<file path="config.mk">
export PLATFORM = sky130hd
export DESIGN_NAME = date_set_ctrl
export DESIGN_NICKNAME = d
export VERILOG_FILES = /design/src/rtl/date_set_ctrl.sv
export SDC_FILE = /design/constraint.sdc
export NUM_CORES = 1
export LEC_CHECK = 0
export ABC_AREA = 1
export CORE_ASPECT_RATIO = 1.4
export CORE_MARGIN = 3
export CORE_UTILIZATION = 38
export CTS_CLUSTER_DIAMETER = 30
export DETAILED_ROUTE_END_ITERATION = 16
export PLACE_DENSITY_LB_ADDON = 0.05
export SLEW_MARGIN = 20
export SYNTH_ARGS = -nofsm -noshare
export SYNTH_HDL_FRONTEND = slang
export SYNTH_SLANG_ARGS = --single-unit
</file>
<file path="constraint.sdc">
create_clock -name clk -period 2.25 [get_ports clk]
set_clock_uncertainty 0.05 [all_clocks]
set_input_delay 0.225 -clock clk [delete_from_list [all_inputs] [get_ports clk]]
set_output_delay 0.225 -clock clk [all_outputs]
set_load 0.02 [all_outputs]
</file>
<file path="src/rtl/date_set_ctrl.sv">
// date_set_ctrl: front-panel run/edit/commit sequencer for a BCD YY.MM.DD date counter.
module date_set_ctrl #(
  parameter int         BLINK_DIV = 8,
  parameter logic [7:0] YEAR_MIN  = 8'h21,
  parameter logic [7:0] YEAR_MAX  = 8'h48
) (
  input  logic        clk,
  input  logic        reset,
  input  logic        tick,
  input  logic        enable,
  input  logic        btn_mode,
  input  logic        btn_inc,
  input  logic [23:0] cur_date,
  output logic        run_en,
  output logic        load,
  output logic [23:0] load_date,
  output logic [1:0]  edit_field,
  output logic [5:0]  blank
);
  typedef enum logic [2:0] {RUN, EDIT_YY, EDIT_MM, EDIT_DD, COMMIT} state_t;
  state_t      state_q, state_d;
  logic        mode_prev_q, inc_prev_q, run_en_q, phase_q, phase_d;
  logic [23:0] edit_q, edit_d, load_date_q, load_date_d;
  logic [7:0]  cnt_q, cnt_d, yy, mm, dd, md, dd_cl;
  logic        mode_p, inc_p, edit_n;
  function automatic logic [7:0] bcd_inc(input logic [7:0] v);
    return v[3:0] == 4'd9 ? {v[7:4] + 4'd1, 4'd0} : {v[7:4], v[3:0] + 4'd1};
  endfunction
  function automatic logic leap(input logic [7:0] y);
    return y[4] ? (y[3:0] == 4'd2 || y[3:0] == 4'd6)
                : (y[3:0] == 4'd0 || y[3:0] == 4'd4 || y[3:0] == 4'd8);
  endfunction
  function automatic logic [7:0] maxday(input logic [7:0] m, input logic [7:0] y);
    return m == 8'h02 ? (leap(y) ? 8'h29 : 8'h28) :
           (m == 8'h04 || m == 8'h06 || m == 8'h09 || m == 8'h11) ? 8'h30 : 8'h31;
  endfunction
  assign mode_p = btn_mode & ~mode_prev_q;
  assign inc_p  = btn_inc & ~inc_prev_q & ~mode_p;
  assign yy     = edit_q[23:16];
  assign mm     = edit_q[15:8];
  assign dd     = edit_q[7:0];
  assign md     = maxday(mm, yy);
  assign dd_cl  = dd > md ? md : dd;
  always_comb begin
    state_d     = state_q;
    edit_d      = edit_q;
    load_date_d = load_date_q;
    case (state_q)
      RUN: if (mode_p) begin
        state_d = EDIT_YY;
        edit_d  = cur_date;
      end
      EDIT_YY: if (mode_p) state_d = EDIT_MM;
        else if (inc_p) edit_d[23:16] = (yy < YEAR_MIN || yy >= YEAR_MAX) ? YEAR_MIN : bcd_inc(yy);
      EDIT_MM: if (mode_p) state_d = EDIT_DD;
        else if (inc_p) edit_d[15:8] = mm >= 8'h12 ? 8'h01 : bcd_inc(mm);
      EDIT_DD: if (mode_p) begin
        state_d     = COMMIT;
        edit_d[7:0] = dd_cl;
        load_date_d = {yy, mm, dd_cl};
      end else if (inc_p) edit_d[7:0] = dd >= md ? 8'h01 : bcd_inc(dd);
      default: state_d = RUN;
    endcase
  end
  // Entering an edit state or incrementing restarts the blink with the field visible.
  assign edit_n = state_d inside {EDIT_YY, EDIT_MM, EDIT_DD};
  always_comb begin
    cnt_d   = cnt_q;
    phase_d = phase_q;
    if (!edit_n || state_d != state_q || inc_p) begin
      cnt_d   = '0;
      phase_d = 1'b0;
    end else if (tick) begin
      cnt_d   = cnt_q == 8'(BLINK_DIV - 1) ? 8'd0 : cnt_q + 8'd1;
      phase_d = cnt_q == 8'(BLINK_DIV - 1) ? ~phase_q : phase_q;
    end
  end
  // Edge registers follow the buttons even in reset so a held button never reads as a press.
  always_ff @(posedge clk) begin
    mode_prev_q <= btn_mode;
    inc_prev_q  <= btn_inc;
    if (!reset) begin
      state_q     <= RUN;
      run_en_q    <= 1'b0;
      edit_q      <= 24'h210101;
      load_date_q <= 24'h210101;
      cnt_q       <= '0;
      phase_q     <= 1'b0;
    end else begin
      state_q     <= state_d;
      run_en_q    <= enable && state_d == RUN;
      edit_q      <= edit_d;
      load_date_q <= load_date_d;
      cnt_q       <= cnt_d;
      phase_q     <= phase_d;
    end
  end
  assign run_en     = run_en_q;
  assign load       = state_q == COMMIT;
  assign load_date  = load_date_q;
  assign edit_field = state_q == EDIT_YY ? 2'd1 : state_q == EDIT_MM ? 2'd2 : state_q == EDIT_DD ? 2'd3 : 2'd0;
  assign blank      = !phase_q ? 6'b0 : state_q == EDIT_YY ? 6'b110000 :
                      state_q == EDIT_MM ? 6'b001100 : state_q == EDIT_DD ? 6'b000011 : 6'b0;
endmodule

</file>
# After elaboration in Yosys (flattened, before gate mapping)
# Cells that the tools add are included.
# word_totals
wordCells	124
output_inout_bits	34
inputBits	30
ff_bits	63
# classes
bitwise_logic	8
n_mux	34
n_eq_ne	30
n_addsub	7
n_reduce_logical	27
magnitude_cmp	5
# op_table
operator	n
$mux 8	14
$pmux 8 s2	3
$add 4x1->4 const B	6
$eq 8x3->1 const B	3
$mux 24	1
$eq 4x4->1 const B	4
$eq 3x2->1 const B	4
$mux 3	4
$mux 6	2
$pmux 3 s4	1
$reduce_and 4->1	3
$ne 2x2->1 const B	5
$reduce_and 5->1	2
$logic_or 1x1->1	9
$ne 3x3->1 const B	3
$add 8x1->8 const B	1
$eq 4x3->1 const B	2
$eq 8x2->1 const B	1
$eq 8x4->1 const B	1
$eq 8x5->1 const B	1
$ge 8x5->1 const B	1
$ge 8x6->1	1
$ge 8x7->1 const B	1
$gt 8x6->1	1
21 further kinds	37

# Logic depth before layout (Yosys ltp)
# depth
ltp_word	11
mapped_depth	19
depth_no_buf	19

# Worst setup path after synthesis
# Ideal clock, no wire load.
# synth_path
path_kind	register -> register
startpoint	register edit_q[13]
endpoint	register edit_q[0]
path_buffers	0
arrival_time_ns	1.944
path_stages_with_launch	18
required_time_ns	2.084
synth_period_minus_slack_ns	2.110
setup_slack_ns	0.140
setup_ns	0.116
cell_sequence	dfxtp_1 inv_1 ha_1 nand2_1 nor2_1 nand3_1 nand2_1 inv_1 ha_1 inv_1 nor2_1 nand3_1 nand2_1 nand2_1 nand3_1 nand2_1 nand2_1 nand2_1
# synth_between
elab_chain_cells	11
elab_cells_between_ends	17
cone_classes	order compare (2); eq/ne (5); mux (7); reduce/logical (3)
# synth_rtl
item	line	rtl
start: declaration	23	logic [23:0] edit_q, edit_d, load_date_q, load_date_d;
start signal: assignment	92	edit_q <= edit_d;
$eq 8x3->1	35	(m == 8'h04 || m == 8'h06 || m == 8'h09 || m == 8'h11) ? 8'h30 : 8'h31;
$logic_or 1x1->1 (3 in series)	35	
$mux 1	35	
$mux 5 (*)	34	return m == 8'h02 ? (leap(y) ? 8'h29 : 8'h28) :
$ge 8x6->1	61	end else if (inc_p) edit_d[7:0] = dd >= md ? 8'h01 : bcd_inc(dd);
$mux 8 (2 in series)	61	
$mux 8 (*)	57	EDIT_DD: if (mode_p) begin
$pmux 8 s2 (*)	48	case (state_q)
# Every way passes the cells marked *; elsewhere a longest branch is shown, timed or not. The select of a mux whose other input is x is not followed.
# A chain may end at the register's enable or synchronous reset.

# Worst setup path after layout
# layout_path
startpoint	register edit_q[13]
endpoint	register edit_q[5]
# layout_between
elab_chain_cells	11
elab_cells_between_ends	19
cone_classes	order compare (2); eq/ne (6); mux (7); reduce/logical (4)
# layout_rtl
item	line
$eq 8x3->1	35
$logic_or 1x1->1 (3 in series)	35
$mux 1	35
$mux 5 (*)	34
$ge 8x6->1	61
$mux 8 (2 in series)	61
$mux 8	57
$pmux 8 s2	48
# Marks and branches as above.

==> run metrics <==
outcome=finished, final reports clean; Most used DFF post-synth=dfxtp_1; vias in the first global route=3244; R2R Setup Slk=0.1 ns; placer congestion estimate=0.907; layout cell share with drive strength beyond 1=0.203; # fillers=818; post-detailed-route wirelength per cell=13.5 µm; I/O pin count=64; synth-to-layout area growth=44.5%; commonest non-fill, non-tap cells in the layout=119 x nand2_1, 59 x clkdlybuf4s50_1, 56 x dfxtp_1; die width=85.8 µm; die area=10100 µm²; TritonCTS clock tree=done; measured slew at the worst slew-check pin=0.599 ns; critical path class=register to register; post-synth top area cell=dfxtp_1; syn_nets=543; Final #Nets=638; fin. max-slew vios=0; fin crit period=2.15 ns; Ys Warns=0; global-route wire length before repair=15000 µm; GRT Total Usage=0.187; Hold EP=inc_prev_q$_DFF_P_; Seq. cell area=1270 µm²; Synth Area per Inst=6.77 µm²; grt ovf=0; Clock Latency Late Sink=0.33 ns; Final Hold Vio Count=0; fraction of registers with async set/reset=0; initial antenna violation count=0; Most Frequent Cell on Critical Path=nand2_1; number of buffers added on ports=63; worst hold slack=0.340 ns; clk buf depth=2; worst hold path class=input pin to register; DR iter-0 viols=116; maxcap violations=0; Initial Util=0.393; final setup fails=0; CTS Buf Count=9; pwr dens=706 nW/µm²; worst reg2reg startpoint=edit_q[13]$_SDFFE_PN0P_; Sink Count=63; Data arrival, critical path=2.32 ns; CP cell instances=inv_2 -> ha_4 -> nand2_2 -> nor2_4 -> nand3_2 -> nand2_2 -> inv_2 -> ha_4 -> inv_1 -> nor2_2 -> nand3_4 -> nand2_4 -> nand2_1 -> nand2_1 -> nand2_1 -> nor2_1 -> nor2_1; headroom to the max-slew limit=0.600; multi-input combinational cell area=2010 µm²; worst stage delay on the critical path=0.32 ns; library cells used by synthesis=34; top post-synthesis cells by area=dfxtp_1 37%, nand2_1 14%, nor2_1 7.5%, inv_1 6.3%, a21oi_1 6.2%; Worst path slowest cell=dfxtp_2; Leak=2.18 nW; WL final=9530 µm; CORE AREA=8610 µm²; DRC violations left=0; H-tree Lvls=3; setup ws final=0.0985 ns; Critical Path RT=2.42 ns; largest net degree at the start of global routing=21; crit path max fanout=6; startpoint type of the worst setup path=register; Yosys reg bits=63; standard-cell rows=40; DIE HEIGHT=118 µm; peak supply drop=466 µV; DR vias=3443; drt via density=4.88; DP HPWL=7070 µm; Seq/Total Area, Yosys=0.373; Worst R2R End=edit_q[5]$_SDFFE_PN0P_; Clock Tree Root=clkbuf_16; Placement Setup Slack=-0.135 ns; total power=3.46 mW; Highest Clock Rate=0.465 GHz; setup tns final=0 ns; r2r worst-path depth=17; post-synthesis cell count=500; Hold Crit Start=btn_inc; CP endpoint kind=register; Post-synth EDFFs=0; unrepaired setup endpoints after global routing=true; final worst-path cycle share=0.956; antenna cells=0; Pre-antenna DRT Iters=4; post-synth top area share=0.373; Post-DRT Antenna Nets=0; Hold Crit Depth=1; Clock Pin Slew Worst Setup and Hold Paths=0.05 ns; most common cell after layout, fill and taps aside=nand2_1; cell area after synthesis=3380 µm²
-- metal layers --
layer	GRT usage	up-vias	share of wire
li1	-	1792	-
met1	0.218	1560	0.42
met2	0.327	79	0.51
met3	0.0448	12	0.045
met4	0.0683	0	0.018
met5	0	-	0
-- where the power goes --
group          leakage (nW)  switching [mW]  internal [mW]
combinational          1.49           0.345          0.272
sequential            0.515          0.0555           1.17
clock                 0.168           0.509           1.11
total                  2.18           0.910           2.55
-- Yosys cell counts, types with 3 or more instances --
cell	number
nand2_1	129
xor2_1	7
ha_1	13
nand4_1	8
buf_4	4
nor2_1	68
nand3_1	24
dfxtp_1	63
xnor2_1	3
nor3_1	12
inv_2	5
o21ai_0	37
nand2_4	3
buf_6	3
a21oi_1	42
inv_1	57
-- logic make-up (layout without fill, tap and decap cells) --
group,count (synthesis),count (layout),synth area share
flip-flops,63,63,0.373
buffers and inverters,75,175,0.0957
AO/OA/AOI/OAI,84,84,0.129
adder cells (fa/ha/maj),13,13,0.0481
XOR/XNOR,10,10,0.0259
AND/OR/NAND/NOR,255,255,0.329
-- worst max-delay path by stage --
stage,start,endpoint,slack [ns],cells past startpoint
5_1_grt,edit_q[13]$_SDFFE_PN0P_,edit_q[5]$_SDFFE_PN0P_,-0.08,21
3_5_place_dp,edit_q[13]$_SDFFE_PN0P_,edit_q[1]$_SDFFE_PN0P_,-0.14,16
4_1_cts,edit_q[12]$_SDFFE_PN0P_,edit_q[1]$_SDFFE_PN0P_,-0.02,15
6_report,edit_q[13]$_SDFFE_PN0P_,edit_q[5]$_SDFFE_PN0P_,0.1,17
2_1_floorplan,edit_q[13]$_SDFFE_PN0P_,edit_q[0]$_SDFFE_PN1P_,0.14,17
3_3_place_gp,edit_q[13]$_SDFFE_PN0P_,edit_q[5]$_SDFFE_PN0P_,-0.1,19
-- flip-flops by register name (all words and copies together), names as in the netlist --
signal / cells
edit_q: 24
load_date: 24
cnt_q: 8
state_q: 3
inc_prev_q: 1
mode_prev_q: 1
phase_q: 1
run_en: 1
-- final cells by class --
class	count	share of cell area
multi-input cells	362	0.412
clock buffers	10	0.0488
well taps	105	0.0269
clock inverters	6	0.0220
flip-flops and latches	63	0.260
inverters	64	0.0496
repair buffers	95	0.181
-- worst max-delay path: cells and delay by family, from the launching register on --
kind | cells | cell delay (ns)
and+or+nand+nor | 12 | 1.12
adders and majority gates | 2 | 0.38
DFF | 1 | 0.32
buffers and inverters | 3 | 0.17
-- timing repair --
| action | CTS | global route |
|---|---|---|
| resized for setup | 27 | 49 |
| endpoints found under the setup margin | 16 | 19 |
| buffers inserted | 3 | 3 |
| hold buffers | 0 | 0 |
| pin swaps | 11 | 23 |
-- stage by stage --
stage | util | area [µm²] | instances
global route | 0.568 | 4890 | 705
CTS | 0.547 | 4710 | 702
detailed placement | 0.496 | 4270 | 684
floorplan | - | 3380 | 500
finish | 0.568 | 4890 | 705
global placement | 0.496 | 4270 | 684
Power figures use the tool's default switching activity.
